===== src/rtl/leaf_user_shell_pkg.sv =====
// Shared types and constants for the leaf user shell: FSM states, counter widths
// and a constant clog2 used to size FIFO pointers.
package leaf_user_shell_pkg;

    typedef enum logic {
        IDLE = 1'b0,
        RUN  = 1'b1
    } state_e;

    localparam int DONE_CNT_BITS = 16;
    localparam int STAT_BITS     = 32;

    function automatic int clog2(input int value);
        int r;
        int v;
        r = 0;
        v = value - 1;
        while (v > 0) begin
            r++;
            v = v >> 1;
        end
        return r;
    endfunction

endpackage


===== src/rtl/leaf_user_shell_if.sv =====
// Bundle of every stream, control and status signal between leaf_interface,
// the user shell and the HLS kernel. The shell uses the slave modport.
interface leaf_user_shell_if #(
    parameter int PB = 32,
    parameter int NI = 2,
    parameter int NO = 1
);
    import leaf_user_shell_pkg::*;

    logic                         ap_start;
    logic [NI*PB-1:0]             if_dout;
    logic [NI-1:0]                if_vld;
    logic [NI-1:0]                if_ack;
    logic [NI*PB-1:0]             usr_in_tdata;
    logic [NI-1:0]                usr_in_tvalid;
    logic [NI-1:0]                usr_in_tready;
    logic [NO*PB-1:0]             usr_out_tdata;
    logic [NO-1:0]                usr_out_tvalid;
    logic [NO-1:0]                usr_out_tready;
    logic [NO*PB-1:0]             if_din;
    logic [NO-1:0]                if_vld_out;
    logic [NO-1:0]                if_ack_in;
    logic                         kernel_ap_start;
    logic                         kernel_ap_done;
    logic                         busy;
    logic [DONE_CNT_BITS-1:0]     done_count;
    logic [(NI+NO)*STAT_BITS-1:0] stat_beats;

    modport slave (
        input  ap_start, if_dout, if_vld, usr_in_tready,
        input  usr_out_tdata, usr_out_tvalid, if_ack_in, kernel_ap_done,
        output if_ack, usr_in_tdata, usr_in_tvalid, usr_out_tready,
        output if_din, if_vld_out, kernel_ap_start, busy, done_count, stat_beats
    );

    modport master (
        output ap_start, if_dout, if_vld, usr_in_tready,
        output usr_out_tdata, usr_out_tvalid, if_ack_in, kernel_ap_done,
        input  if_ack, usr_in_tdata, usr_in_tvalid, usr_out_tready,
        input  if_din, if_vld_out, kernel_ap_start, busy, done_count, stat_beats
    );

endinterface


===== src/rtl/leaf_shell_fifo.sv =====
// Synchronous valid/ready FIFO for one shell channel. in_ready is a register
// computed from next-state fullness, so a pop never frees a slot the same cycle.
module leaf_shell_fifo
    import leaf_user_shell_pkg::*;
#(
    parameter int WIDTH = 32,
    parameter int DEPTH = 4
) (
    input  logic             clk,
    input  logic             rst_n,
    input  logic [WIDTH-1:0] in_data,
    input  logic             in_valid,
    output logic             in_ready,
    output logic [WIDTH-1:0] out_data,
    output logic             out_valid,
    input  logic             out_ready
);
    localparam int AW = clog2(DEPTH);
    localparam int PW = AW + 1;

    logic [WIDTH-1:0] mem [DEPTH];
    logic [PW-1:0]    wr_ptr_q, wr_ptr_d;
    logic [PW-1:0]    rd_ptr_q, rd_ptr_d;
    logic             ready_q, ready_d;
    logic             push, pop, empty;

    assign empty     = (wr_ptr_q == rd_ptr_q);
    assign push      = in_valid & ready_q;
    assign pop       = out_valid & out_ready;
    assign in_ready  = ready_q;
    assign out_valid = !empty;
    // Zero the head word while empty so reset and idle present clean data.
    assign out_data  = empty ? '0 : mem[rd_ptr_q[AW-1:0]];

    always_comb begin
        wr_ptr_d = wr_ptr_q + PW'(push);
        rd_ptr_d = rd_ptr_q + PW'(pop);
        ready_d  = !((wr_ptr_d[PW-1] != rd_ptr_d[PW-1]) &&
                     (wr_ptr_d[AW-1:0] == rd_ptr_d[AW-1:0]));
    end

    always_ff @(posedge clk or negedge rst_n) begin
        if (!rst_n) begin
            wr_ptr_q <= '0;
            rd_ptr_q <= '0;
            ready_q  <= 1'b0;
        end else begin
            wr_ptr_q <= wr_ptr_d;
            rd_ptr_q <= rd_ptr_d;
            ready_q  <= ready_d;
        end
    end

    always_ff @(posedge clk) begin
        if (push) begin
            mem[wr_ptr_q[AW-1:0]] <= in_data;
        end
    end

endmodule


===== src/rtl/leaf_user_shell.sv =====
// User-side shell of a leaf page: one FIFO per stream channel, ap_start FSM and
// done counter. Define LEAF_USER_SHELL_STATS_EN to build per-channel beat counters.
module leaf_user_shell
    import leaf_user_shell_pkg::*;
#(
    parameter int PAYLOAD_BITS  = 32,
    parameter int NUM_IN_PORTS  = 2,
    parameter int NUM_OUT_PORTS = 1,
    parameter int FIFO_DEPTH    = 4,
    parameter int AUTO_RESTART  = 0
) (
    input logic              ap_clk,
    input logic              ap_rst_n,
    leaf_user_shell_if.slave bus
);
    localparam int PB  = PAYLOAD_BITS;
    localparam int NI  = NUM_IN_PORTS;
    localparam int NO  = NUM_OUT_PORTS;
    localparam int NCH = NI + NO;

    for (genvar gi = 0; gi < NI; gi++) begin : g_in
        leaf_shell_fifo #(.WIDTH(PB), .DEPTH(FIFO_DEPTH)) u_fifo (
            .clk       (ap_clk),
            .rst_n     (ap_rst_n),
            .in_data   (bus.if_dout[gi*PB +: PB]),
            .in_valid  (bus.if_vld[gi]),
            .in_ready  (bus.if_ack[gi]),
            .out_data  (bus.usr_in_tdata[gi*PB +: PB]),
            .out_valid (bus.usr_in_tvalid[gi]),
            .out_ready (bus.usr_in_tready[gi])
        );
    end

    for (genvar gi = 0; gi < NO; gi++) begin : g_out
        leaf_shell_fifo #(.WIDTH(PB), .DEPTH(FIFO_DEPTH)) u_fifo (
            .clk       (ap_clk),
            .rst_n     (ap_rst_n),
            .in_data   (bus.usr_out_tdata[gi*PB +: PB]),
            .in_valid  (bus.usr_out_tvalid[gi]),
            .in_ready  (bus.usr_out_tready[gi]),
            .out_data  (bus.if_din[gi*PB +: PB]),
            .out_valid (bus.if_vld_out[gi]),
            .out_ready (bus.if_ack_in[gi])
        );
    end

    state_e                   state_q, state_d;
    logic [DONE_CNT_BITS-1:0] done_cnt_q, done_cnt_d;

    // A done in RUN takes priority; ap_start is only looked at in IDLE.
    always_comb begin
        state_d    = state_q;
        done_cnt_d = done_cnt_q;
        case (state_q)
            IDLE: if (bus.ap_start) state_d = RUN;
            RUN: begin
                if (bus.kernel_ap_done) begin
                    done_cnt_d = done_cnt_q + DONE_CNT_BITS'(1);
                    if (AUTO_RESTART == 0) state_d = IDLE;
                end
            end
            default: state_d = IDLE;
        endcase
    end

    always_ff @(posedge ap_clk or negedge ap_rst_n) begin
        if (!ap_rst_n) begin
            state_q    <= IDLE;
            done_cnt_q <= '0;
        end else begin
            state_q    <= state_d;
            done_cnt_q <= done_cnt_d;
        end
    end

    assign bus.kernel_ap_start = (state_q == RUN);
    assign bus.busy            = (state_q == RUN);
    assign bus.done_count      = done_cnt_q;

`ifdef LEAF_USER_SHELL_STATS_EN
    logic [NCH-1:0] xfer;

    for (genvar gi = 0; gi < NI; gi++) begin : g_xfer_in
        assign xfer[gi] = bus.usr_in_tvalid[gi] & bus.usr_in_tready[gi];
    end
    for (genvar gi = 0; gi < NO; gi++) begin : g_xfer_out
        assign xfer[NI+gi] = bus.usr_out_tvalid[gi] & bus.usr_out_tready[gi];
    end

    for (genvar gi = 0; gi < NCH; gi++) begin : g_stat
        logic [STAT_BITS-1:0] stat_q, stat_d;

        always_comb begin
            stat_d = stat_q;
            if (xfer[gi] && (stat_q != '1)) stat_d = stat_q + STAT_BITS'(1);
        end

        always_ff @(posedge ap_clk or negedge ap_rst_n) begin
            if (!ap_rst_n) stat_q <= '0;
            else           stat_q <= stat_d;
        end

        assign bus.stat_beats[gi*STAT_BITS +: STAT_BITS] = stat_q;
    end
`else
    assign bus.stat_beats = '0;
`endif

endmodule

===== src/flat_wrapper.sv =====
// flat-port wrapper written by rule: the top's interface ports become plain ports
module leaf_user_shell_flat import leaf_user_shell_pkg::*;
#(
    parameter int PAYLOAD_BITS  = 32,
    parameter int NUM_IN_PORTS  = 2,
    parameter int NUM_OUT_PORTS = 1,
    parameter int FIFO_DEPTH    = 4,
    parameter int AUTO_RESTART  = 0
)
  (ap_clk, ap_rst_n, bus_ap_start, bus_if_dout, bus_if_vld, bus_usr_in_tready, bus_usr_out_tdata, bus_usr_out_tvalid, bus_if_ack_in, bus_kernel_ap_done, bus_if_ack, bus_usr_in_tdata, bus_usr_in_tvalid, bus_usr_out_tready, bus_if_din, bus_if_vld_out, bus_kernel_ap_start, bus_busy, bus_done_count, bus_stat_beats);
  leaf_user_shell_if bus_i ();
  input logic ap_clk;
  input logic ap_rst_n;
  input wire logic [$bits(bus_i.ap_start)-1:0] bus_ap_start;
  input wire logic [$bits(bus_i.if_dout)-1:0] bus_if_dout;
  input wire logic [$bits(bus_i.if_vld)-1:0] bus_if_vld;
  input wire logic [$bits(bus_i.usr_in_tready)-1:0] bus_usr_in_tready;
  input wire logic [$bits(bus_i.usr_out_tdata)-1:0] bus_usr_out_tdata;
  input wire logic [$bits(bus_i.usr_out_tvalid)-1:0] bus_usr_out_tvalid;
  input wire logic [$bits(bus_i.if_ack_in)-1:0] bus_if_ack_in;
  input wire logic [$bits(bus_i.kernel_ap_done)-1:0] bus_kernel_ap_done;
  output wire logic [$bits(bus_i.if_ack)-1:0] bus_if_ack;
  output wire logic [$bits(bus_i.usr_in_tdata)-1:0] bus_usr_in_tdata;
  output wire logic [$bits(bus_i.usr_in_tvalid)-1:0] bus_usr_in_tvalid;
  output wire logic [$bits(bus_i.usr_out_tready)-1:0] bus_usr_out_tready;
  output wire logic [$bits(bus_i.if_din)-1:0] bus_if_din;
  output wire logic [$bits(bus_i.if_vld_out)-1:0] bus_if_vld_out;
  output wire logic [$bits(bus_i.kernel_ap_start)-1:0] bus_kernel_ap_start;
  output wire logic [$bits(bus_i.busy)-1:0] bus_busy;
  output wire logic [$bits(bus_i.done_count)-1:0] bus_done_count;
  output wire logic [$bits(bus_i.stat_beats)-1:0] bus_stat_beats;
  assign bus_i.ap_start = bus_ap_start;
  assign bus_i.if_dout = bus_if_dout;
  assign bus_i.if_vld = bus_if_vld;
  assign bus_i.usr_in_tready = bus_usr_in_tready;
  assign bus_i.usr_out_tdata = bus_usr_out_tdata;
  assign bus_i.usr_out_tvalid = bus_usr_out_tvalid;
  assign bus_i.if_ack_in = bus_if_ack_in;
  assign bus_i.kernel_ap_done = bus_kernel_ap_done;
  assign bus_if_ack = bus_i.if_ack;
  assign bus_usr_in_tdata = bus_i.usr_in_tdata;
  assign bus_usr_in_tvalid = bus_i.usr_in_tvalid;
  assign bus_usr_out_tready = bus_i.usr_out_tready;
  assign bus_if_din = bus_i.if_din;
  assign bus_if_vld_out = bus_i.if_vld_out;
  assign bus_kernel_ap_start = bus_i.kernel_ap_start;
  assign bus_busy = bus_i.busy;
  assign bus_done_count = bus_i.done_count;
  assign bus_stat_beats = bus_i.stat_beats;
  leaf_user_shell #(.PAYLOAD_BITS(PAYLOAD_BITS), .NUM_IN_PORTS(NUM_IN_PORTS), .NUM_OUT_PORTS(NUM_OUT_PORTS), .FIFO_DEPTH(FIFO_DEPTH), .AUTO_RESTART(AUTO_RESTART)) u_core (.ap_clk(ap_clk), .ap_rst_n(ap_rst_n), .bus(bus_i));
endmodule

===== config.mk =====
export PLATFORM = sky130hd
export DESIGN_NAME = leaf_user_shell_flat
export DESIGN_NICKNAME = d
export VERILOG_FILES = /design/src/rtl/leaf_user_shell_pkg.sv /design/src/rtl/leaf_user_shell_if.sv /design/src/rtl/leaf_shell_fifo.sv /design/src/rtl/leaf_user_shell.sv /design/src/flat_wrapper.sv
export SDC_FILE = /design/constraint.sdc
export NUM_CORES = 1
export LEC_CHECK = 0
export BUFFER_PORTS_ARGS = -buffer_cell sky130_fd_sc_hd__buf_2
export CORE_AREA = 2 2 180 182
export CTS_CLUSTER_DIAMETER = 120
export CTS_CLUSTER_SIZE = 16
export DETAILED_ROUTE_END_ITERATION = 16
export DIE_AREA = 0 0 182 184
export HOLD_SLACK_MARGIN = 0.12
export MAX_ROUTING_LAYER = met4
export PLACE_DENSITY = 0.78
export SLEW_MARGIN = 20
export SYNTH_ARGS = -nofsm -noshare
export SYNTH_HDL_FRONTEND = slang
export SYNTH_SLANG_ARGS = --single-unit

===== constraint.sdc =====
create_clock -name ap_clk -period 3.72 [get_ports ap_clk]
set_input_delay 0.558 -clock ap_clk [delete_from_list [all_inputs] [get_ports ap_clk]]
set_output_delay 0.558 -clock ap_clk [all_outputs]
set_load 0.02 [all_outputs]

==> reports/qor.yml, run 1 <==
coreArea_um2: 31400
routabilityCongestion: 0.745
avgSynthCellArea_um2: 19.9
max_freq_ghz: 0.331
drive_gt1_frac: 0.356
grt_max_degree: 39
hpwl_um: 19500
rr_worst_depth: 8
num_vias: 8102
cts-root-buf: "clkbuf_16"
drcViolationCount: 0
crit_slowest_cell: "dfrtp_2"
critPathMaxFanout: 15
grt_pass1_vias: 8239
fin_cells: 1532
ys_types: 31
cts_hold_buf: 0
grt_pass1_wl_um: 46700
setup_viol: 0
dieWidth_um: 182
postCtsSetupBuffers: 0
clkSinkCount: 422
cts_tree: "built"
finalHoldViolCount: 0
die_y_um: 184
port_buffers: 225
clock_latency_ns: 0.56
syn-cell-area_um2: 17100
clock_path_buffers: 3
num_rows: 65
area_delta_synth_final_pct: 12.6
wl_per_cell_um: 20.3
multi_input_area_um2: 4030
detail_route.first_pass.iterations: 5
worst_pin_slew_ns: 0.979
cpPeakStageDelay_ns: 0.68
top_usage_layer: "met2"
path_cells: "buf_4 > mux4_2 > nor2b_1 > buf_2"
nets: 1220
start_kind: "register"
hold_class: "in2async"
status: "complete, no violations"
htreeDepth: 1
rsz0062_at_grt: "false"
min_period_ns: 3.02
maxCapViolations: 0
synth_flop_cell: "edfxtp_1"
finClkSkew_ns: 0.0130
required_ns: 3.16
finalSetupTns_ns: 0
ys_seq_area_frac: 0.730
seq_area_um2: 12500
leakagePower_nw: 7.08
viasPerCell: 5.29
drt_iter0_markers: 606
grt_overflow: 0
synth_edf_count: 384
filler_cell_count: 2217
layout_worst_path_cycle_share: 0.812
met1_usage: 0.245
ant_nets: 0
cts_resized: 0
clk_transition_reported_paths_ns: 0.08
dp_cells: 1471
antenna_found_initial: 5
die_area_um2: 33500
initial_utilization: 0.545
powerDensity_nw_per_um2: 852
wirelength_um: 31100
ir_worst_vdd_mv: 0.560
grt_use_met2: 0.305
netlist_instances: 859
slew_viol_final: 0
netlist_top_cells_area: "edfxtp_1, mux4_2, dfrtp_1"
worstPathArrival_ns: 2.46
grtUsageMet3: 0.0396
ys_warn_count: 0
ys_async_sr_fraction: 0.0900
io_pins: 322
yosysTopAreaCell: "edfxtp_1"
ys_ff_latch: 422
grtUsageTotal: 0.188
maxSlewHeadroom: 0.347
cts_buffers: 30
critPathKind: "reg2out"
yosysTopAreaCellShare: 0.674
crit_path_end_kind: "primary output"
-- report_power, final --
part / internal, mW / total (mW) / switching [mW]
Clock: 1.57 / 3.06 / 1.49
Sequential: 6.20 / 6.60 / 0.407
Combinational: 2.68 / 6.75 / 4.07
-- path summary, 6_finish.rpt --
path	start	to	slack, ns
hold reg to reg	u_core.bus.done_count[15]	u_core.bus.done_count[15]	0.47
setup reg to reg	u_core.g_in[0].u_fifo.wr_ptr_q[0]	u_core.g_in[0].u_fifo.in_ready	1.20
hold / removal	ap_rst_n	u_core.bus.done_count[2]	0.14
min in group ap_clk	bus_if_dout[28]	u_core.g_in[0].u_fifo.mem[1][28]	0.21
max in group asynchronous	ap_rst_n	u_core.g_out[0].u_fifo.rd_ptr_q[0]	2.89
setup / recovery	u_core.g_in[1].u_fifo.rd_ptr_q[0]	bus_usr_in_tdata[33]	0.70
-- Yosys cell counts, types with 2 or more instances --
cell type  number
buf_2          21
or3_1           3
inv_1           4
nand2_1        11
mux4_2         96
and3_1          6
buf_4         101
nor3_4          2
dfrtp_1        38
xnor2_1        10
nor3_2          2
nor2b_1        99
ha_1           13
nand4_1         3
nor3_1          3
edfxtp_1      384
xor2_1         29
clkbuf_1        3
buf_6           9
nor2_1          3
inv_2           3
nand3_1         2
nor3b_1         6
-- stage by stage --
| step | utilization | area, um^2 | power (mW) | hold WS (ns) | setup WS, ns |
|---|---|---|---|---|---|
| 2_1_floorplan | - | 17500 | 11.5 | 0.262 | 0.182 |
| 3_3_place_gp | 0.585 | 18400 | 13.4 | 0.459 | 1.25 |
| 3_5_place_dp | 0.585 | 18400 | 13.6 | 0.461 | 1.21 |
| 4_1_cts | 0.613 | 19300 | 16.6 | 0.159 | 0.593 |
| 5_1_grt | 0.614 | 19300 | 17.2 | 0.183 | 0.514 |
| 6_report | 0.614 | 19300 | 16.4 | 0.145 | 0.698 |
-- state kept, by name (all words and copies together), names as in the netlist, 2 cells and up --
name,flops
u_core.g_out.u_fifo.rd_ptr_q,3
u_core.bus.done_count,16
u_core.g_in.u_fifo.rd_ptr_q,6
u_core.g_in.u_fifo.mem,256
u_core.g_in.u_fifo.in_ready,2
u_core.g_in.u_fifo.wr_ptr_q,6
u_core.g_out.u_fifo.mem,128
u_core.g_out.u_fifo.wr_ptr_q,3
-- cell type report --
type                    instances  area share
repair buffers                249      0.0691
clock inverters                 1    0.000585
multi-input cells             391       0.209
flip-flops and latches        422       0.648
diodes                          5    0.000650
clock buffers                  55      0.0449
inverters                       7     0.00136
well taps                     402      0.0261
-- metal layers --
| metal | part of all wire | vias to the layer above |
|---|---|---|
| met3 | 0.071 | 46 |
| met2 | 0.49 | 330 |
| met4 | 0.024 | 0 |
| met5 | 0 | - |
| li1 | - | 3611 |
| met1 | 0.41 | 4115 |
-- cell families after synthesis --
family | synth area share
buffers and inverters | 0.0586
muxes | 0.128
xor gates and xnor gates | 0.0200
DFF | 0.730
and+or+nand+nor | 0.0543
adders and majority gates | 0.00951
other | 0.000219
-- worst max-delay path: cells and delay by family (launching register included) --
family	cells	cell delay (ns)
buffers and inverters	2	0.53
DFF	1	0.68
muxes	1	0.52
and+or+nand+nor	1	0.16
-- layout by cell type (no fill, tap or decap), types with 4 or more instances in the layout --
cell type	count
and3_1	6
buf_2	225
buf_4	22
clkbuf_1	24
clkbuf_16	31
conb_1	96
dfrtp_1	35
diode_2	5
edfxtp_1	384
ha_1	13
inv_1	4
mux4_2	96
nand2_1	11
nor2b_1	99
nor3_2	4
nor3b_2	6
xnor2_1	10
xor2_1	29
Note: power is estimated with default switching activity, not from simulation.
==> run 2: changes to the inputs <==
--- a/config.mk
+++ b/config.mk
@@ -6,14 +6,14 @@
 export NUM_CORES = 1
 export LEC_CHECK = 0
 export BUFFER_PORTS_ARGS = -buffer_cell sky130_fd_sc_hd__buf_2
-export CORE_AREA = 2 2 180 182
+export CORE_AREA = 2 2 188 190
 export CTS_CLUSTER_DIAMETER = 120
 export CTS_CLUSTER_SIZE = 16
 export DETAILED_ROUTE_END_ITERATION = 16
-export DIE_AREA = 0 0 182 184
+export DIE_AREA = 0 0 190 192
 export HOLD_SLACK_MARGIN = 0.12
 export MAX_ROUTING_LAYER = met4
-export PLACE_DENSITY = 0.78
+export PLACE_DENSITY = 0.76
 export SLEW_MARGIN = 20
 export SYNTH_ARGS = -nofsm -noshare
 export SYNTH_HDL_FRONTEND = slang
==> constraint.sdc (replaced) <==
create_clock -name ap_clk -period 2.5 [get_ports ap_clk]
set_input_delay 0.375 -clock ap_clk [delete_from_list [all_inputs] [get_ports ap_clk]]
set_output_delay 0.375 -clock ap_clk [all_outputs]
set_load 0.02 [all_outputs]
==> reports/qor.yml, run 2 (synthesis gave the netlist of run 1 again) <==
r2r_setup_slack_ns: 0.20
critPathKind: "reg2out"
r2r-start: "u_core.g_in[0].u_fifo.rd_ptr_q[0]"
critPathMaxFanout: 8
dp_cells: 1526
viasPerCell: 5.08
layout_common_cells: "edfxtp_1, buf_2, dlygate4sd3_1, mux4_2, conb_1"
leakagePower_nw: 7.85
num_vias: 8633
finalHoldViolCount: 0
ir_worst_vdd_mv: 0.845
clk_transition_reported_paths_ns: 0.08
clkPwrFrac: 0.171
nets: 1338
clock_path_buffers: 3
status: "complete, but fails checks"
hp-start: "bus_usr_in_tready[0]"
worst_pin_slew_ns: 0.885
routabilityCongestion: 0.722
largest_reg_flops: 256
netSwitchingFraction: 0.359
wl_per_cell_um: 20.5
die_y_um: 192
powerDensity_nw_per_um2: 1270
start_kind: "register"
initial_utilization: 0.499
hold_end: "u_core.g_in[0].u_fifo.rd_ptr_q[0]"
cts-root-buf: "clkbuf_16"
grt_max_degree: 39
final_area_um2: 21100
rr_worst_depth: 9
maxSlewHeadroom: 0.410
drcViolationCount: 0
crit_slowest_cell: "mux4_2"
violations: "setup timing"
grt_pass1_wl_um: 50400
dpl_cell_area_um2: 18500
port_buffers: 225
ant_nets: 0
antenna_found_initial: 1
layout_worst_path_cycle_share: 1.00
combinationalPowerShare: 0.463
hold_class: "in2reg"
maxCapViolations: 0
setup_ws_ns: -0.00577
die_area_um2: 36500
cts_tree: "built"
r2r_end: "u_core.g_in[0].u_fifo.in_ready"
cts_buffers: 30
worstPathArrival_ns: 2.13
dieWidth_um: 190
htreeDepth: 1
cpPeakStageDelay_ns: 0.52
coreArea_um2: 34300
setup_viol: 4
path_cells: "buf_12 > buf_12 > mux4_2 > nor2b_4 > buf_6"
required_ns: 2.12
multi_input_area_um2: 4200
power.internal_mw: 17.1
slew_viol_final: 0
clock_latency_ns: 0.56
cp_common_cell: "buf_12"
hpwl_um: 20500
filler_cell_count: 2349
max_freq_ghz: 0.399
seq_area_um2: 12500
detail_route.first_pass.iterations: 6
drt_iter0_markers: 446
wirelength_um: 34800
power_frac_seq: 0.366
mostFrequentLayoutCell: "edfxtp_1"
area_delta_synth_final_pct: 23.3
num_rows: 68
drive_gt1_frac: 0.354
io_pins: 322
grt_overflow: 0
rsz0062_at_grt: "true"
finClkSkew_ns: 0.0184
grt_pass1_vias: 8824
place_ws_ns: 0.312
min_period_ns: 2.51
fin_cells: 1699
crit_path_end_kind: "primary output"
whs_path_depth: 3
switching_power_mw: 9.57
grtUsageTotal: 0.188
clkSinkCount: 422
-- run 2: worst max path at each step --
| stage | endpoint | cells after the start | from |
|---|---|---|---|
| final | bus_usr_in_tdata[13] | 5 | u_core.g_in[0].u_fifo.rd_ptr_q[0] |
| after global routing | bus_usr_in_tdata[25] | 5 | u_core.g_in[0].u_fifo.rd_ptr_q[0] |
| after CTS | bus_usr_in_tdata[30] | 4 | u_core.g_in[0].u_fifo.rd_ptr_q[0] |
| after detailed placement | u_core.g_in[1].u_fifo.in_ready | 8 | u_core.g_in[1].u_fifo.wr_ptr_q[0] |
| after global placement | u_core.g_in[0].u_fifo.in_ready | 8 | u_core.g_in[0].u_fifo.rd_ptr_q[0] |
| after floorplan | u_core.g_out[0].u_fifo.mem[2][0] | 2 | u_core.g_out[0].u_fifo.in_ready |
-- run 2: routing by layer --
layer | up-vias | routed length, um | global-route usage
met1 | 4379 | 13600 | 0.234
met4 | 0 | 653 | 0.0394
li1 | 3839 | - | -
met2 | 367 | 17800 | 0.315
met5 | - | 0 | -
met3 | 48 | 2740 | 0.0468
-- run 2: final cells by class --
cell class	instances	area share
diodes	1	0.000119
clock buffers	55	0.0410
clock inverters	1	0.000534
inverters	7	0.00125
multi-input cells	391	0.199
flip-flops and latches	422	0.592
well taps	455	0.0270
repair buffers	367	0.139
-- run 2: critical path, delay by kind of cell, from the launching register on --
family                 cells  cell delay, ns
and+or+nand+nor            1            0.15
DFF                        1            0.48
muxes                      1            0.52
buffers and inverters      3            0.41
-- run 2: repair_timing --
item	in CTS	in global routing
gates resized for setup	28	91
endpoints found under the setup margin	98	91
setup buffers	3	6
hold endpoints to repair	424	0
hold buffers	100	0
cloned	3	5
-- run 2: per-stage QoR --
stage	utilization	power [mW]	hold slack, ns	setup TNS, ns
after floorplan	-	17.2	0.0794	-84.68
after global placement	0.541	20.2	0.499	0
after detailed placement	0.541	20.4	0.503	0
after CTS	0.602	25.6	0.193	-2.82
after global routing	0.615	28.0	0.218	-3.39
final	0.615	26.7	0.211	-0.0114
-- run 2: power groups by stage --
stage | combinational, mW | sequential [mW] | clock (mW)
CTS | 11.2 | 9.77 | 4.70
global placement | 10.4 | 9.80 | 0
finish | 12.4 | 9.78 | 4.57
detailed placement | 10.5 | 9.90 | 0
floorplan | 7.37 | 9.78 | 0
global route | 13.1 | 9.88 | 4.94
